$ cat config.mk
export PLATFORM = sky130hd
export DESIGN_NAME = comparador_serie
export DESIGN_NICKNAME = d
export VERILOG_FILES = /design/src/rtl/comparador_pkg.sv /design/src/rtl/comparador_serie_celda.sv /design/src/rtl/comparador_serie.sv
export SDC_FILE = /design/constraint.sdc
export NUM_CORES = 1
export LEC_CHECK = 0
export ABC_CLOCK_PERIOD_IN_PS = 2800
export BUFFER_PORTS_ARGS = -buffer_cell sky130_fd_sc_hd__buf_2
export CORE_MARGIN = 2
export CORE_UTILIZATION = 48
export DETAILED_ROUTE_END_ITERATION = 10
export GPL_TIMING_DRIVEN = 0
export PLACE_DENSITY = 0.81
export REMOVE_ABC_BUFFERS = 1
export SLEW_MARGIN = 20
export SYNTH_ARGS = -nofsm -noshare
export SYNTH_HDL_FRONTEND = slang
export SYNTH_HIERARCHICAL = 1
export SYNTH_SLANG_ARGS = --single-unit
$ cat constraint.sdc
create_clock -name clk -period 2.8 [get_ports clk]
set_clock_uncertainty 0.1 [all_clocks]
set_input_delay 0.14 -clock clk [delete_from_list [all_inputs] [get_ports clk]]
set_output_delay 0.14 -clock clk [all_outputs]
set_load 0.05 [all_outputs]
$ cat src/rtl/comparador_pkg.sv
// Shared types and result codes for the serial magnitude comparator.
package comparador_pkg;

    // Controller states
    typedef enum logic [1:0] {
        IDLE  = 2'd0,
        SHIFT = 2'd1,
        DONE  = 2'd2
    } state_t;

    // Result codes, laid out as {gt, eq, lt} so they drive the outputs directly
    localparam logic [2:0] R_NONE = 3'b000;
    localparam logic [2:0] R_GT   = 3'b100;
    localparam logic [2:0] R_EQ   = 3'b010;
    localparam logic [2:0] R_LT   = 3'b001;

endpackage : comparador_pkg

$ cat src/rtl/comparador_serie_celda.sv
// One-bit compare cell: flags a difference and says whether bit a wins.
// inv flips the winner, used on the sign bit in two's-complement mode where
// a set bit means the more negative operand.
module celda_compara (
    input  logic a,
    input  logic b,
    input  logic inv,
    output logic dif,
    output logic a_may
);

    assign dif   = a ^ b;
    // Only meaningful when dif is set: then a=1 wins unless inverted
    assign a_may = a ^ inv;

endmodule : celda_compara

$ cat src/rtl/comparador_serie.sv
// Serial MSB-first magnitude comparator with start/busy/done handshake.
// One operand bit per clock; optional early exit at the first differing bit.
module comparador_serie
    import comparador_pkg::*;
#(
    parameter int WIDTH      = 8,
    parameter bit EARLY_EXIT = 1'b1
) (
    input  logic             clk,
    input  logic             rst,
    input  logic             start,
    input  logic             signo,
    input  logic [WIDTH-1:0] A,
    input  logic [WIDTH-1:0] B,
    output logic             busy,
    output logic             done,
    output logic             gt,
    output logic             eq,
    output logic             lt
);

    localparam int               CNT_W    = $clog2(WIDTH);
    localparam logic [CNT_W-1:0] CNT_LAST = CNT_W'(WIDTH - 1);

    state_t           state_q, state_d;
    logic [WIDTH-1:0] a_q, a_d;
    logic [WIDTH-1:0] b_q, b_d;
    logic             signo_q, signo_d;
    logic [CNT_W-1:0] cnt_q, cnt_d;
    logic [2:0]       res_q, res_d;

    logic cell_dif;
    logic cell_a_may;
    logic cell_inv;

    // Sign inversion applies only to the first bit examined (the sign bit)
    assign cell_inv = signo_q & (cnt_q == '0);

    celda_compara u_celda (
        .a     (a_q[WIDTH-1]),
        .b     (b_q[WIDTH-1]),
        .inv   (cell_inv),
        .dif   (cell_dif),
        .a_may (cell_a_may)
    );

    // State, operand shifters, counter and result registers
    always_ff @(posedge clk or posedge rst) begin
        if (rst) begin
            state_q <= IDLE;
            a_q     <= '0;
            b_q     <= '0;
            signo_q <= 1'b0;
            cnt_q   <= '0;
            res_q   <= R_NONE;
        end else begin
            state_q <= state_d;
            a_q     <= a_d;
            b_q     <= b_d;
            signo_q <= signo_d;
            cnt_q   <= cnt_d;
            res_q   <= res_d;
        end
    end

    // Next-state logic: capture on accepted start, then one bit per cycle
    always_comb begin
        state_d = state_q;
        a_d     = a_q;
        b_d     = b_q;
        signo_d = signo_q;
        cnt_d   = cnt_q;
        res_d   = res_q;

        unique case (state_q)
            IDLE, DONE: begin
                if (start) begin
                    state_d = SHIFT;
                    a_d     = A;
                    b_d     = B;
                    signo_d = signo;
                    cnt_d   = '0;
                    res_d   = R_NONE;
                end else begin
                    state_d = IDLE;
                end
            end

            SHIFT: begin
                // First difference decides; later bits are ignored once decided
                if (res_q == R_NONE && cell_dif) begin
                    res_d = cell_a_may ? R_GT : R_LT;
                end
                if (cnt_q == CNT_LAST && res_d == R_NONE) begin
                    res_d = R_EQ;
                end
                a_d = a_q << 1;
                b_d = b_q << 1;
                if ((EARLY_EXIT && res_d != R_NONE) || cnt_q == CNT_LAST) begin
                    state_d = DONE;
                end else begin
                    cnt_d = cnt_q + CNT_W'(1);
                end
            end

            default: state_d = IDLE;
        endcase
    end

    assign busy         = (state_q == SHIFT);
    assign done         = (state_q == DONE);
    assign {gt, eq, lt} = res_q;

endmodule : comparador_serie

# Word-level counts from Yosys, hierarchy flattened

Index checks and enable logic that the tools add are counted.

Output and inout bits: 5
Flip-flop bits (word level): 25
Bits of input ports: 20

Equality and inequality tests: 6
$add $sub $neg: 1
Muxes and demuxes: 16
Reduce and logical (&&, ||, !) cells: 13
Bitwise gates (word level): 3

Operators with widths:

| kind                                                             | count |
|---|---|
| 8-bit one-hot mux with 2 select lines                            | 2 |
| 3-bit two-way mux                                                | 7 |
| 8-bit two-way mux                                                | 2 |
| 3-bit one-hot mux with 2 select lines                            | 2 |
| 3-bit logical NOT                                                | 3 |
| 2-bit != test (second input constant)                            | 2 |
| 2-bit one-hot mux with 2 select lines                            | 1 |
| 2-bit AND reduction                                              | 2 |
| 3-bit by 1-bit adder with 3-bit output (second input constant)   | 1 |
| 3-bit == test (second input constant)                            | 1 |
| 3-bit AND reduction                                              | 1 |
| 3-bit nonzero test                                               | 1 |
| 2-bit by 1-bit == test with 1-bit output (second input constant) | 1 |
| 2-bit == test (second input constant)                            | 1 |
| 1-bit logical AND                                                | 2 |
| 2-bit logical NOT                                                | 1 |
| 2-bit two-way mux                                                | 1 |
| 2-bit by 1-bit != test with 1-bit output (second input constant) | 1 |
| 2-bit nonzero test                                               | 1 |
| 2-bit OR reduction                                               | 1 |
| 1-bit XOR                                                        | 2 |
| 1-bit AND                                                        | 1 |
| 1-bit logical OR                                                 | 1 |
| 1-bit two-way mux                                                | 1 |

# Longest topological paths before layout

Gate-level depths: netlist of run 1.

Depth after elaboration: 14
Gate-level depth with buffers: 7
Gate-level depth less buffers: 7

# Modules after synthesis

The synthesis of run 1 kept the hierarchy.

Modules (own cells, without submodules):

| module           | cells an instance | seq. area each (µm²) | area an instance (µm²) | times used |
|---|---|---|---|---|
| comparador_serie | 96                | 625.6                | 1159.9                 | 1 |
| celda_compara    | 2                 | 0.0                  | 17.5                   | 1 |

# Worst setup path after synthesis of run 1

No wires, ideal clock.

Kind: register to register
Start: register cnt_q[0]
End: register cnt_q[1]
Period minus slack after synthesis: 1.538 ns
Cell stages (with the launch flop): 6
Setup slack: 1.262 ns
Arrival time: 1.313 ns
Data required time: 2.575 ns
Path through: dfrtp_1 -> ha_1 -> ha_1 -> nor2_1 -> nand3_2 -> mux2_2

Word-level cells in the longest chain between the ends: 14
Elaborated cells on any way between the ends: 18
Those cells by class: add/sub (1); eq/ne (2); mux (7); bitwise (2); reduce/logical (6)

RTL lines:

| item                                 | RTL line                     | text |
|---|---|---|
| start, declared                      | comparador_serie.sv:29       | `logic [CNT_W-1:0] cnt_q, cnt_d;` |
| start signal, assigned               | comparador_serie.sv:61       | `cnt_q <= cnt_d;` |
| 3-bit logical NOT                    | comparador_serie.sv:37       | `assign cell_inv = signo_q & (cnt_q == '0);` |
| 1-bit AND                            | comparador_serie.sv:37       |  |
| 1-bit XOR                            | comparador_serie_celda.sv:14 | `assign a_may = a ^ inv;` |
| 3-bit two-way mux                    | comparador_serie.sv:92       | `res_d = cell_a_may ? R_GT : R_LT;` |
| 3-bit two-way mux                    | comparador_serie.sv:91       | `if (res_q == R_NONE && cell_dif) begin` |
| 3-bit two-way mux                    | comparador_serie.sv:75       | `unique case (state_q)` |
| 3-bit logical NOT                    | comparador_serie.sv:94       | `if (cnt_q == CNT_LAST && res_d == R_NONE) begin` |
| 1-bit logical AND                    | comparador_serie.sv:94       |  |
| 3-bit two-way mux                    | comparador_serie.sv:94       |  |
| 3-bit two-way mux                    | comparador_serie.sv:75       |  |
| 3-bit nonzero test                   | comparador_serie.sv:99       | `if ((EARLY_EXIT && res_d != R_NONE) \|\| cnt_q == CNT_LAST) begin` |
| 1-bit logical OR                     | comparador_serie.sv:99       |  |
| 2-bit != test (no source line)       | --                           |  |
| 3-bit AND reduction (no source line) | --                           |  |

Several ways; a longest one is shown, not always the timed one. The select of a mux whose other input is x is not followed.
A chain may end at the register's enable or synchronous reset.

# Worst setup path in the final report of run 1

Start: register state_q[1]
End: output busy

Word-level cells in the longest chain between the ends: 1

RTL lines:

| item                                     | RTL line                | text |
|---|---|---|
| start, declared                          | comparador_serie.sv:25  | `state_t state_q, state_d;` |
| start signal, assigned                   | comparador_serie.sv:57  | `state_q <= state_d;` |
| 2-bit by 1-bit == test with 1-bit output | comparador_serie.sv:110 | `assign busy = (state_q == SHIFT);` |
| end, declared                            | comparador_serie.sv:15  | `output logic busy,` |

Every way passes these cells.

==> results.py, run 1 <==
metrics = {
    "detailed_routing": {
        "wl_per_cell_um": 13.6,
        "routed_wl_mm": 2.08,
        "vias": 844,
        "ant_nets": 0,
        "vias_per_cell": 5.52,
        "drc": 0,
        "drt_iter0_drc": 8,
        "first_pass_iters": 4,
    },
    "sta": {
        "setup_tns_ns": 0,
        "slew_violations": 0,
        "finalCritPeriodShare": 0.706,
        "max_freq_mhz": 506,
        "hold_violations": 0,
        "post-route-min-period_ns": 1.98,
        "rsz0062_at_grt": "false",
        "relSlewSlack": 0.389,
        "tightestPinTransition_ns": 0.915,
        "finalSetupViolCount": 0,
    },
    "logic_synthesis": {
        "synth.most_common_cell": "dfrtp_1",
        "yosys.area_share.simple": 0.109,
        "yosys_warnings": 6,
        "yosysUniqueCellTypes": 26,
        "synth-adder-area-share": 0.0319,
        "synthXorXnorAreaFrac": 0.0149,
        "ys_seq_elements": 25,
        "ys_async_sr_fraction": 1.00,
        "netlist.top_cell.by_area": "dfrtp_1",
        "synth_top_area_frac": 0.531,
        "syn_area_um2": 1180,
        "synth.area.mux_share": 0.0266,
        "yosysSeqAreaShare": 0.531,
        "synth_top_family_by_area": "compound AO/OA/AOI/OAI gates",
        "ys.flop_type": "dfrtp_1",
        "synth_edf_count": 0,
        "yosys-top-cells-count": "dfrtp_1 (25), a22o_1 (16), a21o_1 (14), nand2_1 (7), nor2_1 (5)",
        "ys_top_cells_by_area": "dfrtp_1 (53%), a22o_1 (12%), a21o_1 (8.9%)",
        "avgSynthCellArea_um2": 12.0,
        "synth_compound_area_frac": 0.232,
        "synthesis.instances": 98,
    },
    "global_route": {
        "grt_use_total": 0.170,
        "grtUsageMet3": 0.0254,
        "grt_busiest_layer": "met2",
        "grt_pass1_vias": 816,
        "use_met1": 0.212,
        "grt_start_max_net_pins": 26,
        "met2_usage": 0.296,
        "overflow": 0,
        "grt_pass1_wl_mm": 3.46,
        "grt_antenna_before_repair": 0,
    },
    "clock_network": {
        "cts_inserted_buffers": 3,
        "cts_max_level": 1,
        "cts_buffer_depth": 2,
        "tritoncts": "done",
        "path_clk_slew_ns": 0.14,
        "clock-sinks": 25,
        "clk_latency_ns": 0.31,
        "cts_resized": 0,
        "clockRootBuffer": "clkbuf_4",
    },
    "pwr": {
        "p_seq_frac": 0.441,
        "p_sw_mw": 0.538,
        "p_leak_nw": 0.758,
        "intPower_mw": 0.836,
        "swShare": 0.391,
        "ir_drop_mv": 0.666,
        "p_per_area_nw_per_um2": 1020,
        "pwr-share-comb": 0.444,
        "pwr-share-clk": 0.115,
    },
    "setup_path": {
        "cp.arrival_ns": 1.74,
        "rr_startpoint": "state_q[1]$_DFFE_PP0P_",
        "r2r_slack_ns": 0.97,
        "crit_chain": "and2b_1 -> buf_2",
        "crit_slowest_cell": "and2b_1",
        "worst_setup_path_start_kind": "flip-flop",
        "setup.worst_path.end_class": "output pin",
        "startpoint": "state_q[1]$_DFFE_PP0P_",
        "max_stage_delay_ns": 0.63,
        "worstSetupPathType": "flip-flop to output pin",
        "cp_data_required_time_ns": 2.56,
        "path_max_fanout": 19,
    },
    "placed_design": {
        "place.gp.congestion": 0.770,
        "placed_cells": 145,
        "io_buffers": 24,
        "hpwl_mm": 1.49,
    },
    "cells_and_area": {
        "fillers": 206,
        "antenna_cells": 0,
        "fin_nets": 149,
        "fin_cells": 153,
        "final_layout_size_suffix_gt1_frac": 0.264,
        "seq_area_um2": 626,
        "multiInputGateArea_um2": 488,
        "area_growth_pct": 14.8,
    },
    "floorplanning": {
        "chipHeight_um": 53.5,
        "core_area_um2": 2280,
        "rows": 17,
        "die_w_um": 53.5,
        "fp.dieArea_um2": 2860,
        "io_pins": 25,
        "initial_utilization": 0.517,
    },
    "hold_path": {
        "worstHoldStart": "A[4]",
        "hold_path.class": "input port to flip-flop",
    },
    "outcome": {
        "outcome": "finished clean",
    },
    "run": {
        "drv_cap": 0,
    },
}
## cell usage in the layout (no fill, tap or decap)
master	instances
dfrtp_1	25
buf_2	24
a22o_1	16
a21o_1	14
nand2_1	7
nor2_1	5
inv_1	4
dlygate4sd3_1	4
ha_1	3
clkbuf_4	3
mux2i_1	2
xor2_1	2
nor2b_2	1
and2b_1	1
nor2_4	1
nor4bb_1	1
a21oi_1	1
nor3_2	1
nand3_1	1
nand2b_1	1
o21ai_1	1
nand3_2	1
mux2_2	1
nor2b_1	1
and3b_1	1
a32o_1	1
a21boi_1	1
clkinv_2	1
## area by class of cell
cell class | instances | share of cell area
clock buffers | 3 | 0.0167
clock inverters | 1 | 0.00370
inverters | 4 | 0.0111
multi-input cells | 64 | 0.361
flip-flops and latches | 25 | 0.463
well taps | 28 | 0.0259
repair buffers | 28 | 0.119
## per-layer routing
| layer | wire length [um] | up-vias | share of wire |
|---|---|---|---|
| met5 | 0 | - | 0 |
| met4 | 27 | 0 | 0.013 |
| met3 | 63 | 2 | 0.030 |
| met2 | 1040 | 20 | 0.50 |
| met1 | 948 | 417 | 0.46 |
| li1 | - | 405 | - |
## repair_timing
action / CTS / global route
hold buffers: 4 / 0
endpoints found under the hold margin: 28 / 0
buffers inserted: 0 / 0
## power groups by stage
| stage | Clock (mW) | Combinational, mW | Sequential [mW] |
|---|---|---|---|
| CTS | 0.163 | 0.622 | 0.607 |
| floorplan | 0 | 0.472 | 0.618 |
| finish | 0.158 | 0.611 | 0.606 |
| global route | 0.177 | 0.680 | 0.628 |
| detailed placement | 0 | 0.615 | 0.616 |
| global placement | 0 | 0.587 | 0.606 |
## through the flow
stage	cell area, um^2	hold slack (ns)	setup slack, ns	util	total power, mW
after floorplan	1130	0.0673	0.866	-	1.09
after global placement	1280	0.232	0.996	0.564	1.19
after detailed placement	1280	0.250	0.972	0.564	1.23
after CTS	1350	0.0115	0.800	0.594	1.39
after global routing	1350	0.0116	0.715	0.594	1.49
final	1350	0.0176	0.824	0.594	1.37
## kinds of logic after synthesis
group           after synthesis
compound gates               34
flops                        25
simple gates                 22
buf+inv                       9
mux                           3
fa+ha+maj                     3
xor+xnor                      2
## path summary, 6_finish.rpt
kind                                        end  cells past startpoint
min reg2reg                  b_q[5]$_DFFE_PP0P_                      1
min                          a_q[4]$_DFFE_PP0P_                      3
min in group asynchronous    b_q[1]$_DFFE_PP0P_                      3
max                                        busy                      2
max in group asynchronous  res_q[0]$_DFFE_PP0P_                      3
max reg2reg                cnt_q[1]$_DFFE_PP0P_                      3
## flip-flops by register name, indices dropped and copies added (netlist names)
name / cells
a_q: 8
b_q: 8
cnt_q: 3
res_q: 3
signo_q: 1
state_q: 2
## worst max-delay path: cells and delay by family (launching register included)
family	cells	cell delay, ns
buf+inv	1	0.38
simple gates	1	0.63
flops	1	0.41
Note: power is estimated with default switching activity, not from simulation.
==> run 2: changes to the inputs <==
- ABC_CLOCK_PERIOD_IN_PS: 2800 -> 1800
- CORE_UTILIZATION: 48 -> 47
- PLACE_DENSITY: 0.81 -> 0.82
- clock period: 2.8 -> 1.8 ns (I/O delays scaled with it)
==> results.py, run 2 (synthesis gave the netlist of run 1 again) <==
metrics = {
    "cells_and_area": {
        "fillers": 221,
        "area_growth_pct": 27.5,
        "final_layout_size_suffix_gt1_frac": 0.245,
        "fin_nets": 163,
        "final_common_cell": "dfrtp_1",
        "fin_area_um2": 1500,
        "fin_cells": 169,
        "layout_common_cells": "dfrtp_1 (25), buf_2 (24), dlygate4sd3_1 (18)",
        "utilization": 0.617,
        "reg.largest.list": "a_q x8, b_q x8",
        "antenna_cells": 0,
    },
    "global_route": {
        "use_met1": 0.219,
        "met2_usage": 0.321,
        "grt_antenna_before_repair": 0,
        "grt_pass1_wl_mm": 3.74,
        "grtUsageMet3": 0.0278,
        "grt_use_total": 0.178,
        "overflow": 0,
        "grt_start_max_net_pins": 26,
        "grt_busiest_layer": "met2",
        "grt_pass1_vias": 885,
    },
    "sta": {
        "post-route-min-period_ns": 1.65,
        "tightestPinTransition_ns": 0.899,
        "slew_violations": 0,
        "max_freq_mhz": 607,
        "setup_tns_ns": 0,
        "finalSetupViolCount": 0,
        "hold_violations": 0,
        "relSlewSlack": 0.400,
        "rsz0062_at_grt": "false",
        "finalCritPeriodShare": 0.915,
    },
    "placed_design": {
        "placed_cells": 147,
        "hpwl_mm": 1.41,
        "dpl_cell_area_um2": 1290,
        "place.gp.congestion": 0.678,
        "io_buffers": 24,
    },
    "floorplanning": {
        "chipHeight_um": 54.1,
        "core_area_um2": 2430,
        "initial_utilization": 0.484,
        "rows": 18,
        "fp.dieArea_um2": 2920,
        "die_w_um": 54.1,
        "io_pins": 25,
    },
    "setup_path": {
        "worst_setup_path_start_kind": "flip-flop",
        "cp.arrival_ns": 1.76,
        "worstSetupPathType": "flip-flop to flip-flop",
        "path_max_fanout": 4,
        "cp_data_required_time_ns": 1.91,
        "setup.worst_path.end_class": "flip-flop",
    },
    "clock_network": {
        "clock-sinks": 25,
        "cts_max_level": 1,
        "path_clk_slew_ns": 0.14,
        "clk_latency_ns": 0.31,
        "tritoncts": "done",
        "clockRootBuffer": "clkbuf_4",
        "cts_buffer_depth": 2,
        "cts_inserted_buffers": 3,
    },
    "outcome": {
        "outcome": "finished clean",
    },
    "detailed_routing": {
        "vias": 917,
        "drt_iter0_drc": 16,
        "first_pass_iters": 4,
        "drc": 0,
        "ant_nets": 0,
        "wl_per_cell_um": 13.1,
        "routed_wl_mm": 2.22,
        "vias_per_cell": 5.43,
    },
    "run": {
        "drv_cap": 0,
    },
    "pwr": {
        "power.total_mw": 2.19,
        "p_leak_nw": 0.821,
        "p_per_area_nw_per_um2": 1460,
        "ir_drop_mv": 0.901,
    },
    "hold_path": {
        "hold_path.class": "input port to flip-flop",
    },
}
[run 2: cell count changes in the layout (fill, tap and decap cells not counted)]
| cell | before | now |
|---|---|---|
| nor2b_4 | 0 | 1 |
| and2b_1 | 1 | 0 |
| dlygate4sd3_1 | 4 | 18 |
| and2b_4 | 0 | 1 |
| nor2b_2 | 1 | 0 |
[run 2: path summary, 6_finish.rpt]
kind	from	to	slack (ns)	depth (start not counted)
min in group asynchronous	rst	b_q[2]$_DFFE_PP0P_	0.39	3
max in group asynchronous	rst	a_q[5]$_DFFE_PP0P_	0.66	3
hold reg to reg	signo_q$_DFFE_PP0P_	signo_q$_DFFE_PP0P_	0.39	2
hold / removal	start	state_q[0]$_DFFE_PP0P_	0.04	3
setup reg to reg	cnt_q[0]$_DFFE_PP0P_	cnt_q[1]$_DFFE_PP0P_	0.15	5
setup / recovery	cnt_q[0]$_DFFE_PP0P_	cnt_q[1]$_DFFE_PP0P_	0.15	5
[run 2: critical path, stage by stage, from the launching register on]
cell and delay [ns]:
dfrtp_1 0.43, ha_1 0.21, ha_1 0.19, nor2_1 0.15, nand3_2 0.15, mux2_2 0.31
[run 2: metrics by stage]
| stage | worst slack, ns | hold slack (ns) |
|---|---|---|
| floorplan | -0.134 | 0.0173 |
| global placement | 0.0102 | 0.200 |
| detailed placement | -0.0403 | 0.201 |
| CTS | 0.0186 | 0.0231 |
| global route | 0.0358 | 0.0424 |
| finish | 0.153 | 0.0384 |
[run 2: layout make-up]
cell class	count	area [um^2]	share of cell area
sequential	25	626	0.417
multi-input combinational	64	495	0.330
clock inverter	1	5.00	0.00333
tap	30	37.5	0.0250
timing repair buffer	42	300	0.200
clock buffer	3	22.5	0.0150
inverter	4	15.0	0.0100
[run 2: routing by layer]
layer	vias to the layer above	share of wire
li1	435	-
met1	455	0.44
met2	27	0.51
met3	0	0.051
met4	0	0
met5	-	0
[run 2: repair_timing]
item,CTS,global route
setup buffers,0,0
hold buffers,18,0
endpoints found under the setup margin,2,18
hold endpoints to repair,42,0
cloned,0,0
gates resized for setup,1,2
[run 2: power breakdown]
| part | switching, mW | total (mW) | internal (mW) | leakage, nW |
|---|---|---|---|---|
| sequential | 0.159 | 0.954 | 0.796 | 0.316 |
| clock | 0.168 | 0.251 | 0.0830 | 0.0177 |
| combinational | 0.532 | 0.987 | 0.455 | 0.487 |
| total | 0.859 | 2.19 | 1.33 | 0.820 |
==> run 3: changes to the inputs <==
- ABC_AREA: default -> 1
- CORE_MARGIN: 2 -> default
- CORE_UTILIZATION: 47 -> 48
- PLACE_DENSITY: 0.82 -> 0.83
==> results.py, run 3 <==
metrics = {
    "floorplanning": {
        "core_area_um2": 2480,
        "initial_utilization": 0.506,
        "io_pins": 25,
        "fp.dieArea_um2": 2820,
        "chipHeight_um": 53.1,
        "die_w_um": 53.1,
        "rows": 18,
    },
    "logic_synthesis": {
        "ys_seq_elements": 25,
        "ys.flop_type": "dfrtp_1",
        "yosysSeqAreaShare": 0.499,
        "yosys-top-cells-count": "nand2_1 (48), nand3_1 (30), dfrtp_1 (25), inv_1 (17), nor2_1 (6)",
        "syn_area_um2": 1250,
        "ys_top_cells_by_area": "dfrtp_1 (50%), nand2_1 (14%), nand3_1 (12%)",
        "synth.most_common_cell": "nand2_1",
        "netlist.top_cell.by_area": "dfrtp_1",
        "synth_top_area_frac": 0.499,
        "synthesis.instances": 152,
        "ys_async_sr_fraction": 1.00,
        "synth_edf_count": 0,
        "yosys_warnings": 6,
        "avgSynthCellArea_um2": 8.25,
        "yosysUniqueCellTypes": 20,
    },
    "setup_path": {
        "setup.worst_path.end_class": "output pin",
        "crit_buf_inv": 3,
        "path_max_fanout": 25,
        "cp_data_required_time_ns": 1.61,
        "crit_chain": "inv_1 -> nand2_4 -> inv_4 -> buf_2",
        "endpoint": "busy",
        "r2r-end": "cnt_q[2]$_DFFE_PP0P_",
        "cp.arrival_ns": 1.50,
        "rr_startpoint": "a_q[7]$_DFFE_PP0P_",
        "startpoint": "state_q[1]$_DFFE_PP0P_",
        "worst-r2r-cell-count": 10,
        "path_delay_family": "buffers and inverters",
        "worst_setup_path_start_kind": "flip-flop",
        "crit_slowest_cell": "dfrtp_1",
        "max_stage_delay_ns": 0.39,
        "path_depth": 4,
        "r2r_slack_ns": 0.31,
        "worstSetupPathType": "flip-flop to output pin",
    },
    "outcome": {
        "outcome": "finished clean",
    },
    "global_route": {
        "grt_use_total": 0.242,
        "grt_pass1_wl_mm": 4.89,
        "overflow": 0,
        "grt_pass1_vias": 1184,
        "grt_antenna_before_repair": 0,
        "grt_start_max_net_pins": 26,
    },
    "detailed_routing": {
        "first_pass_iters": 4,
        "drc": 0,
        "vias": 1161,
        "wl_per_cell_um": 12.7,
        "ant_nets": 0,
        "routed_wl_mm": 2.82,
        "drt_iter0_drc": 12,
        "vias_per_cell": 5.23,
    },
    "run": {
        "drv_cap": 0,
    },
    "clock_network": {
        "path_clk_slew_ns": 0.13,
        "clockRootBuffer": "clkbuf_4",
        "cts_inserted_buffers": 3,
        "tritoncts": "done",
        "cts_buffer_depth": 2,
        "clk_latency_ns": 0.31,
        "cts_max_level": 1,
        "clock-sinks": 25,
    },
    "cells_and_area": {
        "reg.largest.list": "a_q x8, b_q x8",
        "area_growth_pct": 26.7,
        "fillers": 224,
        "antenna_cells": 0,
        "final_layout_size_suffix_gt1_frac": 0.203,
        "fin_nets": 216,
        "seq_area_um2": 626,
        "final_common_cell": "nand2_1",
        "multiInputGateArea_um2": 522,
        "layout_common_cells": "nand2_1 (48), nand3_1 (30), dfrtp_1 (25)",
    },
    "placed_design": {
        "hpwl_mm": 1.74,
        "place.gp.congestion": 0.736,
        "io_buffers": 24,
    },
    "pwr": {
        "power.total_mw": 2.38,
        "swShare": 0.461,
        "p_seq_frac": 0.405,
        "intPower_mw": 1.28,
        "p_per_area_nw_per_um2": 1500,
        "pwr-share-clk": 0.104,
        "ir_drop_mv": 1.30,
        "p_sw_mw": 1.10,
        "p_leak_nw": 0.832,
        "pwr-share-comb": 0.491,
    },
    "sta": {
        "finalCritPeriodShare": 0.940,
        "relSlewSlack": 0.386,
        "setup_tns_ns": 0,
        "post-route-min-period_ns": 1.69,
        "slew_violations": 0,
        "hold_violations": 0,
        "finalSetupViolCount": 0,
        "max_freq_mhz": 591,
        "tightestPinTransition_ns": 0.920,
        "rsz0062_at_grt": "false",
    },
    "hold_path": {
        "worstHoldStart": "start",
        "hold_path.class": "input port to flip-flop",
    },
}
run 3: cell count changes in the layout (fill, tap and decap cells not counted), sizes merged, moves of 2 or more:
cell / delta
nand2: +46
nand3: +28
a22o: -16
inv: +15
a21o: -14
mux2i: -2
nand4: +2
nor2b: -2
o211ai: +2
o22ai: +2
xor2: -2
run 3: final cells by class:
class / count / area share
well taps: 30 / 0.0236
clock inverters: 1 / 0.00315
inverters: 19 / 0.0480
repair buffers: 42 / 0.189
clock buffers: 3 / 0.0142
flip-flops and latches: 25 / 0.394
multi-input cells: 102 / 0.328
run 3: power groups by stage:
| stage | Sequential, mW | Combinational, mW | Clock, mW |
|---|---|---|---|
| finish | 0.961 | 1.17 | 0.247 |
| global route | 0.994 | 1.31 | 0.280 |
| CTS | 0.962 | 1.17 | 0.257 |
| detailed placement | 0.970 | 1.12 | 0 |
| global placement | 0.947 | 1.06 | 0 |
| floorplan | 0.983 | 0.835 | 0 |
run 3: cell families after synthesis:
logic type,after synthesis,synth area share
simple gates,92,0.333
buf+inv,25,0.0888
flops,25,0.499
fa+ha+maj,3,0.0299
compound gates,7,0.0489
run 3: what timing repair did:
| action | CTS | global route |
|---|---|---|
| buffers inserted | 0 | 0 |
| gates resized for setup | 2 | 0 |
| hold endpoints to repair | 42 | 0 |
| hold buffers | 18 | 0 |
| setup endpoints to repair | 1 | 0 |
run 3: how the worst min path moves through the flow:
stage / depth (start not counted) / endpoint / slack (ns)
2_1_floorplan: 1 / a_q[0]$_DFFE_PP0P_ / 0.02
3_3_place_gp: 3 / a_q[0]$_DFFE_PP0P_ / 0.19
3_5_place_dp: 3 / signo_q$_DFFE_PP0P_ / 0.20
4_1_cts: 3 / state_q[0]$_DFFE_PP0P_ / 0.12
5_1_grt: 3 / state_q[0]$_DFFE_PP0P_ / 0.13
6_report: 3 / state_q[0]$_DFFE_PP0P_ / 0.12
run 3: metal layers:
layer  vias up  global-route usage  part of all wire
met5         -                   0                 0
met4         0               0.114             0.031
met3         8              0.0431             0.034
met2        33               0.454              0.53
met1       559               0.258              0.41
li1        561                   -                 -
run 3: stage by stage:
stage | std cells | setup WS [ns] | hold slack [ns] | util | area (um^2)
global route | 222 | 0.00186 | 0.133 | 0.641 | 1590
global placement | 200 | 0.252 | 0.191 | 0.555 | 1370
floorplan | 146 | 0.377 | 0.0173 | - | 1220
CTS | 222 | 0.0955 | 0.119 | 0.641 | 1590
detailed placement | 200 | 0.237 | 0.199 | 0.555 | 1370
finish | 222 | 0.108 | 0.121 | 0.641 | 1590
run 3: worst reg2reg max path, cell delays in order, from the launching register on:
cell     delay (ns)
dfrtp_1        0.41
inv_1          0.08
nand2_1        0.06
nand2_1        0.08
inv_1          0.06
nand4_1        0.15
nor2_4         0.14
nand2_2        0.11
nand2_4        0.09
nand2_1        0.06
nand2_1        0.08
